<file path="src/rtl/sr_ctrl_pkg.sv">
// Shared types and constants for the SR latch bank sequencer.
package sr_ctrl_pkg;

    // Sequencer phases: waiting for a request, driving S or R, quiet gap after a pulse.
    typedef enum logic [1:0] {
        IDLE    = 2'd0,
        PULSE   = 2'd1,
        RECOVER = 2'd2
    } state_t;

    // Requested operation encoding.
    localparam logic OP_SET = 1'b1;
    localparam logic OP_CLR = 1'b0;

    // Identifies which of the two requesters owns the current operation.
    typedef logic grant_id_t;

    localparam grant_id_t GID_REQ0 = 1'b0;
    localparam grant_id_t GID_REQ1 = 1'b1;

endpackage

</file>
<file path="src/rtl/sr_rr_arb2.sv">
// Two-way round-robin arbiter: a lone request wins outright, and on a tie the
// requester that was not granted last time wins.
module sr_rr_arb2
    import sr_ctrl_pkg::*;
(
    input  logic      req0,
    input  logic      req1,
    input  grant_id_t last_grant,
    input  logic      en,
    output logic      gnt_valid,
    output grant_id_t gnt_id
);

    // Pick the winner; ties alternate away from the previous winner.
    always_comb begin
        gnt_valid = en && (req0 || req1);
        gnt_id    = GID_REQ0;
        if (req0 && req1) begin
            gnt_id = ~last_grant;
        end else if (req1) begin
            gnt_id = GID_REQ1;
        end
    end

endmodule

</file>
<file path="src/rtl/sr_latch_ctrl.sv">
// Sequencer/arbiter driving timed S or R pulses into a bank of N SR latches.
// Optional readback compare of latch outputs is enabled by SR_READBACK_CHECK_EN.
module sr_latch_ctrl
    import sr_ctrl_pkg::*;
#(
    parameter int N         = 4,
    parameter int IW        = (N > 1) ? $clog2(N) : 1,
    parameter int PULSE_CYC = 2,
    parameter int REC_CYC   = 1
) (
    input  logic          clk,
    input  logic          rst,
    input  logic          req0,
    input  logic          op0,
    input  logic [IW-1:0] idx0,
    output logic          ack0,
    input  logic          req1,
    input  logic          op1,
    input  logic [IW-1:0] idx1,
    output logic          ack1,
    output logic [N-1:0]  s,
    output logic [N-1:0]  r,
    output logic          busy,
`ifdef SR_READBACK_CHECK_EN
    input  logic [N-1:0]  q_fb,
    output logic          err,
`endif
    output logic [N-1:0]  shadow
);

    localparam int CNT_MAX = (PULSE_CYC > REC_CYC) ? PULSE_CYC : REC_CYC;
    localparam int CNT_W   = (CNT_MAX > 1) ? $clog2(CNT_MAX) : 1;

    localparam logic [CNT_W-1:0] P_LOAD  = CNT_W'(PULSE_CYC - 1);
    localparam logic [CNT_W-1:0] R_LOAD  = CNT_W'(REC_CYC - 1);
    localparam logic [N-1:0]     ONE_BIT = N'(1);

    state_t           state_q, state_d;
    logic [CNT_W-1:0] cnt_q, cnt_d;
    logic             op_q, op_d;
    logic [IW-1:0]    idx_q, idx_d;
    grant_id_t        gid_q, gid_d;
    grant_id_t        last_grant_q, last_grant_d;
    logic [N-1:0]     s_q, s_d;
    logic [N-1:0]     r_q, r_d;
    logic [N-1:0]     shadow_q, shadow_d;
    logic             ack0_q, ack0_d;
    logic             ack1_q, ack1_d;
    logic             busy_q, busy_d;
`ifdef SR_READBACK_CHECK_EN
    logic             err_q, err_d;
`endif

    logic             arb_en;
    logic             gnt_valid;
    grant_id_t        gnt_id;
    logic             gnt_op;
    logic [IW-1:0]    gnt_idx;
    logic             gnt_idx_ok;
    logic [N-1:0]     gnt_mask;
    logic [N-1:0]     cur_mask;
    logic             ack_fire;
    grant_id_t        ack_id;

    // Arbitration only happens in IDLE, and not during an out-of-range ack cycle,
    // so a requester still holding req through its ack is not served twice.
    assign arb_en = (state_q == IDLE) && !ack0_q && !ack1_q;

    sr_rr_arb2 u_arb (
        .req0       (req0),
        .req1       (req1),
        .last_grant (last_grant_q),
        .en         (arb_en),
        .gnt_valid  (gnt_valid),
        .gnt_id     (gnt_id)
    );

    assign gnt_op     = (gnt_id == GID_REQ1) ? op1 : op0;
    assign gnt_idx    = (gnt_id == GID_REQ1) ? idx1 : idx0;
    assign gnt_idx_ok = (int'(gnt_idx) < N);
    assign gnt_mask   = ONE_BIT << gnt_idx;
    assign cur_mask   = ONE_BIT << idx_q;

    // Next-state logic: S/R default low so only one bit of one bus can ever be high.
    always_comb begin
        state_d      = state_q;
        cnt_d        = cnt_q;
        op_d         = op_q;
        idx_d        = idx_q;
        gid_d        = gid_q;
        last_grant_d = last_grant_q;
        s_d          = '0;
        r_d          = '0;
        shadow_d     = shadow_q;
        ack_fire     = 1'b0;
        ack_id       = gid_q;
`ifdef SR_READBACK_CHECK_EN
        err_d        = err_q;
`endif
        case (state_q)
            IDLE: begin
                if (gnt_valid) begin
                    op_d         = gnt_op;
                    idx_d        = gnt_idx;
                    gid_d        = gnt_id;
                    last_grant_d = gnt_id;
                    if (gnt_idx_ok) begin
                        state_d = PULSE;
                        cnt_d   = P_LOAD;
                        s_d     = (gnt_op == OP_SET) ? gnt_mask : '0;
                        r_d     = (gnt_op == OP_SET) ? '0 : gnt_mask;
                    end else begin
                        ack_fire = 1'b1;
                        ack_id   = gnt_id;
                    end
                end
            end
            PULSE: begin
                if (cnt_q == '0) begin
                    state_d = RECOVER;
                    cnt_d   = R_LOAD;
                    if (R_LOAD == '0) begin
                        ack_fire = 1'b1;
                    end
                end else begin
                    cnt_d = cnt_q - 1'b1;
                    s_d   = (op_q == OP_SET) ? cur_mask : '0;
                    r_d   = (op_q == OP_SET) ? '0 : cur_mask;
                end
            end
            RECOVER: begin
                if (cnt_q == '0) begin
                    state_d  = IDLE;
                    shadow_d = (op_q == OP_SET) ? (shadow_q | cur_mask) : (shadow_q & ~cur_mask);
`ifdef SR_READBACK_CHECK_EN
                    if ((|(q_fb & cur_mask)) != op_q) begin
                        err_d = 1'b1;
                    end
`endif
                end else begin
                    cnt_d = cnt_q - 1'b1;
                    if (cnt_q == CNT_W'(1)) begin
                        ack_fire = 1'b1;
                    end
                end
            end
            default: begin
                state_d = IDLE;
            end
        endcase
        ack0_d = ack_fire && (ack_id == GID_REQ0);
        ack1_d = ack_fire && (ack_id == GID_REQ1);
        busy_d = (state_d != IDLE);
    end

    // State and registered outputs; reset drops every drive immediately.
    always_ff @(posedge clk or posedge rst) begin
        if (rst) begin
            state_q      <= IDLE;
            cnt_q        <= '0;
            op_q         <= OP_CLR;
            idx_q        <= '0;
            gid_q        <= GID_REQ0;
            last_grant_q <= GID_REQ1;
            s_q          <= '0;
            r_q          <= '0;
            shadow_q     <= '0;
            ack0_q       <= 1'b0;
            ack1_q       <= 1'b0;
            busy_q       <= 1'b0;
`ifdef SR_READBACK_CHECK_EN
            err_q        <= 1'b0;
`endif
        end else begin
            state_q      <= state_d;
            cnt_q        <= cnt_d;
            op_q         <= op_d;
            idx_q        <= idx_d;
            gid_q        <= gid_d;
            last_grant_q <= last_grant_d;
            s_q          <= s_d;
            r_q          <= r_d;
            shadow_q     <= shadow_d;
            ack0_q       <= ack0_d;
            ack1_q       <= ack1_d;
            busy_q       <= busy_d;
`ifdef SR_READBACK_CHECK_EN
            err_q        <= err_d;
`endif
        end
    end

    assign s      = s_q;
    assign r      = r_q;
    assign shadow = shadow_q;
    assign ack0   = ack0_q;
    assign ack1   = ack1_q;
    assign busy   = busy_q;
`ifdef SR_READBACK_CHECK_EN
    assign err    = err_q;
`endif

endmodule

</file>
<file path="config.mk">
export PLATFORM = sky130hd
export DESIGN_NAME = sr_latch_ctrl
export DESIGN_NICKNAME = d
export VERILOG_FILES = /design/src/rtl/sr_ctrl_pkg.sv /design/src/rtl/sr_rr_arb2.sv /design/src/rtl/sr_latch_ctrl.sv
export SDC_FILE = /design/constraint.sdc
export NUM_CORES = 1
export LEC_CHECK = 0
export BUFFER_PORTS_ARGS = -buffer_cell sky130_fd_sc_hd__buf_2
export CORE_MARGIN = 2
export CORE_UTILIZATION = 50
export CTS_CLUSTER_DIAMETER = 50
export DETAILED_ROUTE_END_ITERATION = 10
export GPL_TIMING_DRIVEN = 0
export MAX_ROUTING_LAYER = met4
export PLACE_DENSITY_LB_ADDON = 0.3
export SLEW_MARGIN = 20
export SYNTH_ARGS = -nofsm -noshare
export SYNTH_HDL_FRONTEND = slang
export SYNTH_HIERARCHICAL = 1
export SYNTH_SLANG_ARGS = --single-unit
</file>
<file path="constraint.sdc">
create_clock -name clk -period 3 [get_ports clk]
set_input_delay 0 -clock clk [delete_from_list [all_inputs] [get_ports clk]]
set_output_delay 0 -clock clk [all_outputs]
set_load 0.02 [all_outputs]
</file>
; ---- Word-level counts from Yosys, hierarchy flattened
; Cells that the tools add are included.
[classes]
n_reduce_logical = 16
n_bitwise = 6
eq_ne = 3
muxes = 25
add_sub_neg = 1
shift = 2
[ops]
columns = op, n
row1 = two-way mux 4 bit, 9
row2 = one-hot mux 4 bit (2 select lines), 2
row3 = two-way mux 2 bit, 4
row4 = << shifter 1 x 2 -> 4 bit (first input constant), 2
row5 = two-way mux 1 bit, 7
row6 = logical AND 1 bit, 6
row7 = one-hot mux 2 bit (3 select lines), 1
row8 = AND reduction 2 bit, 3
row9 = AND 4 bit, 1
row10 = inverter 4 bit, 1
row11 = bitwise OR 4 bit, 1
row12 = one-hot mux 1 bit (2 select lines), 2
row13 = nonzero test 2 bit, 2
row14 = inverter 1 bit, 3
row15 = == test 2 x 1 -> 1 bit (second input constant), 1
row16 = == test 2 bit (second input constant), 1
row17 = zero test 1 bit, 2
row18 = zero test 2 bit, 1
row19 = inequality test 2 bit (second input constant), 1
row20 = OR reduction 2 bit, 1
row21 = logical OR 1 bit, 1
row22 = subtractor 1 bit (second input constant), 1
[word_totals]
elab_cells = 65
reg_bits = 23
out_inout_bits = 15
input_bits = 10

; ---- Longest topological paths before layout
; Gate-level depths: netlist of run 1.
[depth]
ltp_word = 7
ltp_mapped = 8
depth_no_buf = 7

; ---- Hierarchy
; The synthesis of run 1 kept the hierarchy.
[modules_own_cells]
columns = module, area_each_um2, seq_area_each_um2, instances, cells_each
row1 = sr_latch_ctrl, 1102.3, 576.8, 1, 101
row2 = sr_rr_arb2, 18.8, 0.0, 1, 2

; ---- Least setup slack after synthesis of run 1
; No wires, ideal clock.
[synth_timing]
path_type = reg-to-reg
from = register state_q[0]
to = register s_q[3], in the netlist s[3]
slack_ns = 1.240
setup_time_ns = 0.082
arrival_time_ns = 1.677
stages_incl_launch_ff = 9
period_less_slack_ns = 1.760
t_required_ns = 2.918
n_path_buf = 1
cell_sequence = dfrtp_1 inv_1 ha_1 buf_4 nor3b_1 o21a_1 nand2_4 or2_4 o22ai_1
[synth_via]
elab_chain_len = 6
elab_cells_between_ends = 7
cone_classes = eq/ne: 1 / mux: 2 / reduce/logical: 4
[synth_rtl]
columns = item, line
row1 = from (decl), sr_latch_ctrl.sv:38  ; state_t state_q, state_d;
row2 = from (signal assigned), sr_latch_ctrl.sv:175  ; state_q <= state_d;
row3 = zero test 2 bit, sr_latch_ctrl.sv:67  ; assign arb_en = (state_q == IDLE) && !ack0_q && !ack1_q;
row4 = logical AND 1 bit (2 in a row), sr_latch_ctrl.sv:67
row5 = named net arb_en, sr_latch_ctrl.sv:54  ; logic arb_en;
row6 = logical AND 1 bit, sr_rr_arb2.sv:16  ; gnt_valid = en && (req0 || req1);
row7 = named net gnt_valid, sr_latch_ctrl.sv:55  ; logic gnt_valid;
row8 = two-way mux 4 bit, sr_latch_ctrl.sv:102  ; if (gnt_valid) begin
row9 = one-hot mux 4 bit (2 select lines), sr_latch_ctrl.sv:100  ; case (state_q)
row10 = named net s_d[3], sr_latch_ctrl.sv:44  ; logic [N-1:0] s_q, s_d;
row11 = to (signal assigned), sr_latch_ctrl.sv:165  ; s_q <= '0;
row12 = to (signal assigned), sr_latch_ctrl.sv:181  ; s_q <= s_d;
row13 = to (decl), sr_latch_ctrl.sv:44
; The timed path passes the listed nets, and every way through them passes these cells.
; A chain may end at the register's enable or synchronous reset.

; ---- Final worst setup path of run 1
[layout_timing]
from = register state_q[0]
to = register s_q[0], in the netlist s[0]
; Same word-level chain as after synthesis.

==> metrics.md, run 1 <==
| Metric | Value |
|---|---|
| Reg clk slew, reported paths | 120 ps |
| Final WL | 2142 um |
| Largest family of logic cells by synthesized area | compound AO/OA/AOI/OAI gates |
| Die area | 2637 um2 |
| CP startpoint | state_q[0] |
| Worst hold path depth | 3 |
| Top-count cell post-synth | dfrtp_1 |
| Cells after Synth | 103 |
| Netlist cell types | 34 |
| Initial Util | 0.5167 |
| Detail Placement HPWL | 1634 um |
| Die height | 51.35 um |
| CTS Hold Buffers Added | 1 |
| VDD IR max | 0.5685 mV |
| Fin area | 1313 um2 |
| Syn avg cell area | 10.88 um2 |
| Final max-slew violation count | 0 |
| First-pass GRT wire length | 3394 um |
| Detail Route Antenna Nets | 0 |
| Post-synthesis compound-gate area fraction | 0.2009 |
| CTS Buf Count | 3 |
| Simple-gate share of the synthesized area | 0.1551 |
| Setup TNS | 0 ps |
| Tightest Hold Check Type | input port to flip-flop |
| Internal power | 0.6924 mW |
| Final setup violation count | 0 |
| Setup crit end kind | flip-flop |
| RR Startpoint | state_q[0] |
| Die X | 51.35 um |
| # clock sinks | 23 |
| Root buf cell | clkbuf_4 |
| DR WL/cell | 13.39 um |
| Worst Tran Pin Value | 805.5 ps |
| Pwr dens | 912.4 nW/um2 |
| Placed Instances | 155 |
| FP Rows | 17 |
| Antenna violations before repair | 0 |
| Gr ovfl total | 0 |
| Req. time, crit path | 3200 ps |
| Fin crit period | 2047 ps |
| Top-area cell type share of the netlist area | 0.4911 |
| DRC viols | 0 |
| PortBufs | 24 |
| Sequential fraction of the synthesis area | 0.5145 |
| Max Cap Violations | 0 |
| CP Class | flip-flop to flip-flop |
| Post-synthesis mux area share | 0.03683 |
| Gpl congestion | 0.8413 |
| Iter 0 DRT Violations | 22 |
| Sw frac | 0.4218 |
| Slew HR | 0.4624 |
| I/O pin count | 25 |
| GRT Total Usage | 0.1777 |
| Number of gates resized after CTS | 0 |
| Synth warn | 6 |
| Status | finished clean |
| DRT Pass-1 Iters | 4 |
| Area growth syn-to-layout | 17.08% |
| Synth area leader | dfrtp_1 |
| Critical hold path startpoint | idx0[1] |
| Final non-filler cell total | 160 |
| Syn nets | 118 |
| Fmax | 488.5 MHz |
| Bufs on Longest Clock Path | 2 |
| Area after DPL | 1276 um2 |
| Net Switching | 0.5051 mW |
| Unrepaired setup endpoints after global routing | no |
| WP data arrival | 2240 ps |
| Final period util | 0.6824 |
| Vias per std cell | 5.525 |
| Sequential share of power | 0.404 |
| Cells on worst reg2reg path | 8 |
| Combinational group share of total power | 0.481 |
| Clock network fraction of design power | 0.115 |
| Via count | 884 |
| FF+latch count, synth | 23 |
| N_diodes | 0 |
| Crit path launch type | flip-flop |
| Net count, final | 148 |
| Final hold viol count | 0 |
| Post-synth EDFFs | 0 |
| Synth area leaders | dfrtp_1 (49%), ha_1 (5.6%), nand2_1 (3.3%) |
| Ys async rst share | 1.000 |
| Synth Area in Adders | 0.05580 |
| Total power | 1.198 mW |
| Static Leak | 0.6592 nW |
| Max H-tree Level | 1 |
| Proportion of layout cells with a drive suffix above 1 | 0.2955 |
| Vias in the first global route | 771 |
| Max FO, Critical Path | 9 |
| Layout Skew | 2.246 ps |
| Syn Std Cell Area | 1121 um2 |
| CTS tree | built |
| Main synth FF type | dfrtp_1 |
| Synth top cells by count | dfrtp_1 (22), nand2_1 (10), o21ai_0 (6), o22ai_1 (6) |
| Skew-Pair Late Insertion Delay | 300 ps |
| Largest net degree at the start of global routing | 24 |
| Core Box Area | 2170 um2 |
| Post-CTS Setup Bufs | 0 |
| Synth Area in XOR/XNOR | 0 |
-- critical path, stage by stage (launching register included) --
cell and delay (ps):
dfrtp_1 450, inv_1 130, ha_1 150, buf_4 160
nor3b_1 200, o21a_1 290, nand2_4 130, or2_4 290
o32ai_1 150
-- final timing paths --
| path | slack, ps | to |
|---|---|---|
| max | 950 | s[0] |
| min | 50 | idx_q[1] |
| max reg2reg | 950 | s[0] |
| min reg2reg | 450 | ack0 |
| max in group asynchronous | 2130 | idx_q[0] |
| min in group asynchronous | 370 | r[3] |
-- power by group through the flow --
stage | logic [mW] | clock network (mW) | registers, mW
2_1_floorplan | 0.372 | 0 | 0.542
3_3_place_gp | 0.553 | 0 | 0.486
3_5_place_dp | 0.570 | 0 | 0.492
4_1_cts | 0.577 | 0.140 | 0.484
5_1_grt | 0.634 | 0.154 | 0.497
6_report | 0.576 | 0.138 | 0.484
-- per-layer routing --
metal / vias to the layer above / track usage / routed length [um]
met5: - / - / 0
met4: 0 / 0.06579 / 37
met3: 8 / 0.02924 / 108
met2: 31 / 0.2857 / 1074
met1: 413 / 0.2277 / 922
li1: 432 / - / -
-- cell type report --
| type | count | area, um2 |
|---|---|---|
| clock buffer | 4 | 26.28 |
| inverter | 5 | 18.77 |
| fill | 199 | 857.1 |
| tap | 28 | 35.03 |
| buffer | 3 | 22.52 |
| sequential | 23 | 576.8 |
| timing repair buffer | 25 | 130.1 |
| multi-input combinational | 72 | 503.0 |
-- cells by family (layout without fill, tap and decap cells) --
group | Yosys count | count (layout)
fa+ha+maj | 5 | 5
flops | 23 | 23
compound gates | 32 | 32
mux | 4 | 4
simple gates | 31 | 31
buf+inv | 8 | 37
-- cell usage in the layout (no fill, tap or decap), drive strengths merged, types with 2 or more instances in the layout --
master,netlist,routed
mux2i,3,3
buf,3,27
o21a,2,2
nor3,2,2
nand3,3,3
inv,5,5
o31ai,3,3
nand2,11,11
o32ai,2,2
dfrtp,22,22
nor2,5,5
nand2b,6,6
o2111ai,2,2
a21oi,4,4
o21ai,6,6
ha,5,5
o22ai,6,6
clkbuf,0,4
-- through the flow --
step	hold WS, ps	utilization	setup slack [ps]
final	49.58	0.6050	952.8
after global routing	92.82	0.6050	804.6
after CTS	53.31	0.6050	980.8
after detailed placement	202.4	0.5882	1037
after global placement	189.1	0.5882	1077
after floorplan	1.183	-	1240
No activity file was read; power rests on OpenSTA's default activity.
==> run 2, diff against run 1 <==
ABC_AREA = 1   (was default)
CORE_UTILIZATION = 48   (was 50)
clock period = 1.8 ns   (was 3 ns; I/O delays follow)
==> metrics.md, run 2 <==
| Metric | Value |
|---|---|
| Die area | 2986 um2 |
| Iter 0 DRT Violations | 29 |
| First-pass GRT wire length | 3988 um |
| Top-count cell post-synth | nand2_1 |
| Synth area leader | dfrtp_1 |
| Vias per std cell | 4.950 |
| VDD IR max | 0.9186 mV |
| Gr ovfl total | 0 |
| Detail Placement HPWL | 1929 um |
| WP data arrival | 1970 ps |
| Layout Skew | 3.164 ps |
| Detail Route Antenna Nets | 0 |
| Final hold viol count | 0 |
| Die X | 54.65 um |
| Slew HR | 0.4431 |
| WHS | 71.97 ps |
| Synth area leaders | dfrtp_1 (45%), nand2_1 (13%), inv_1 (7.0%) |
| PortBufs | 24 |
| FP Rows | 18 |
| Final period util | 0.9580 |
| Vias in the first global route | 943 |
| Net count, final | 205 |
| Root buf cell | clkbuf_4 |
| GRT Total Usage | 0.1936 |
| CP Class | flip-flop to flip-flop |
| Final max-slew violation count | 0 |
| Antenna violations before repair | 0 |
| CTS tree | built |
| Commonest non-fill, non-tap cell in the layout | nand2_1 |
| Final Util | 0.6070 |
| Largest net degree at the start of global routing | 24 |
| DRC viols | 0 |
| Crit path launch type | flip-flop |
| Setup WS pre-CTS | -207.7 ps |
| Via count | 1084 |
| DRT Pass-1 Iters | 4 |
| Top-area cell type share of the netlist area | 0.4472 |
| Initial Util | 0.5015 |
| DR WL/cell | 11.98 um |
| Main synth FF type | dfrtp_1 |
| Pwr dens | 1519 nW/um2 |
| Max H-tree Level | 1 |
| Die height | 54.65 um |
| FF+latch count, synth | 23 |
| Reg2Reg Setup Slack | 80 ps |
| Cells on worst reg2reg path | 12 |
| Bufs on Longest Clock Path | 2 |
| Syn avg cell area | 7.995 um2 |
| Core Box Area | 2455 um2 |
| Synth top cells by count | nand2_1 (41), inv_1 (23), dfrtp_1 (22), nor2_1 (18), o21ai_0 (10) |
| CTS Buf Count | 3 |
| Reg clk slew, reported paths | 120 ps |
| Register area | 576.8 um2 |
| Commonest non-fill, non-tap cells in the layout | nand2_1 (41), buf_2 (24), inv_1 (22), dfrtp_1 (22), nor2_1 (17) |
| Req. time, crit path | 2040 ps |
| Cells after Synth | 154 |
| Syn nets | 169 |
| Setup crit end kind | flip-flop |
| Netlist cell types | 21 |
| Skew-Pair Late Insertion Delay | 300 ps |
| Syn Std Cell Area | 1231 um2 |
| Final worst slack | 75.58 ps |
| Final setup violation count | 0 |
| Final WL | 2624 um |
| # clock sinks | 23 |
| Worst Tran Pin Value | 834.5 ps |
| Synth warn | 6 |
| Filler Cell Count | 223 |
| Post-synth EDFFs | 0 |
| Ys async rst share | 1.000 |
| Static Leak | 0.8173 nW |
| Max FO, Critical Path | 7 |
| R2R Path End | r[3] |
| I/O pin count | 25 |
| Crit path capture | r[3] |
| CP startpoint | state_q[1] |
| Max Cap Violations | 0 |
| Gpl congestion | 0.8354 |
| Fin crit period | 1724 ps |
| Status | finished clean |
| Area growth syn-to-layout | 21.04% |
| Proportion of layout cells with a drive suffix above 1 | 0.2751 |
| Tightest Hold Check Type | input port to flip-flop |
| Multi-input combinational cell area | 551.8 um2 |
| RR Startpoint | state_q[1] |
| Fmax | 579.9 MHz |
| Sequential fraction of the synthesis area | 0.4685 |
| N_diodes | 0 |
## run 2: logic make-up after synthesis
group,Yosys count,share of synthesized area
flops,23,0.4685
simple gates,76,0.2825
buf+inv,27,0.09960
compound gates,23,0.09857
fa+ha+maj,5,0.05081
## run 2: report_power, final
group / total, mW / leakage [nW] / internal (mW) / switching, mW
clock: 0.236 / 0.0150 / 0.0864 / 0.150
sequential: 0.820 / 0.295 / 0.709 / 0.112
combinational: 1.21 / 0.508 / 0.432 / 0.775
total: 2.26 / 0.817 / 1.23 / 1.04
## run 2: layout make-up
| type | count | area share |
|---|---|---|
| multi-input cells | 104 | 0.3703 |
| repair buffers | 31 | 0.1175 |
| inverters | 25 | 0.06969 |
| clock buffers | 4 | 0.01763 |
| flip-flops and latches | 23 | 0.3871 |
| well taps | 30 | 0.02519 |
| plain buffers | 2 | 0.01259 |
## run 2: critical path, cell delays in order (launching register included)
cell      delay [ps]
dfrtp_1          440
inv_2            110
ha_4             170
inv_1             60
nor3_1           120
inv_1             90
nor2_4           130
nand2_4          120
clkinv_4          80
nand3_2           70
nor2_1           130
nor2_1            50
nor2_1            90
## run 2: worst min-delay path by stage
stage,end,cells after the start,slack [ps],start
floorplan,async pin,1,1,rst
global placement,async pin,2,190,rst
detailed placement,r[2],2,210,rst
CTS,idx_q[0],5,70,idx0[0]
global route,idx_q[0],5,90,idx0[0]
finish,idx_q[0],5,70,idx0[0]
## run 2: per-layer routing
metal	GRT usage	wire, um
met5	-	0
met4	0.08333	57
met3	0.03005	63
met2	0.3313	1418
met1	0.2228	1084
## run 2: stage by stage
step | TNS (ps) | cell area [um2] | power (mW) | std cells
2_1_floorplan | 0 | 1231 | 1.616 | 154
3_3_place_gp | -1288 | 1389 | 1.856 | 208
3_5_place_dp | -1729 | 1389 | 1.901 | 208
4_1_cts | 0 | 1448 | 2.183 | 214
5_1_grt | -19.07 | 1490 | 2.454 | 219
6_report | 0 | 1490 | 2.264 | 219
## run 2: repair_timing
| action | in CTS | in global routing |
|---|---|---|
| hold buffers | 1 | 0 |
| endpoints found under the hold margin | 22 | 0 |
| setup buffers | 1 | 5 |
| endpoints found under the setup margin | 17 | 10 |
| pin swaps | 0 | 3 |
| resized for setup | 4 | 1 |
| cloned | 0 | 0 |
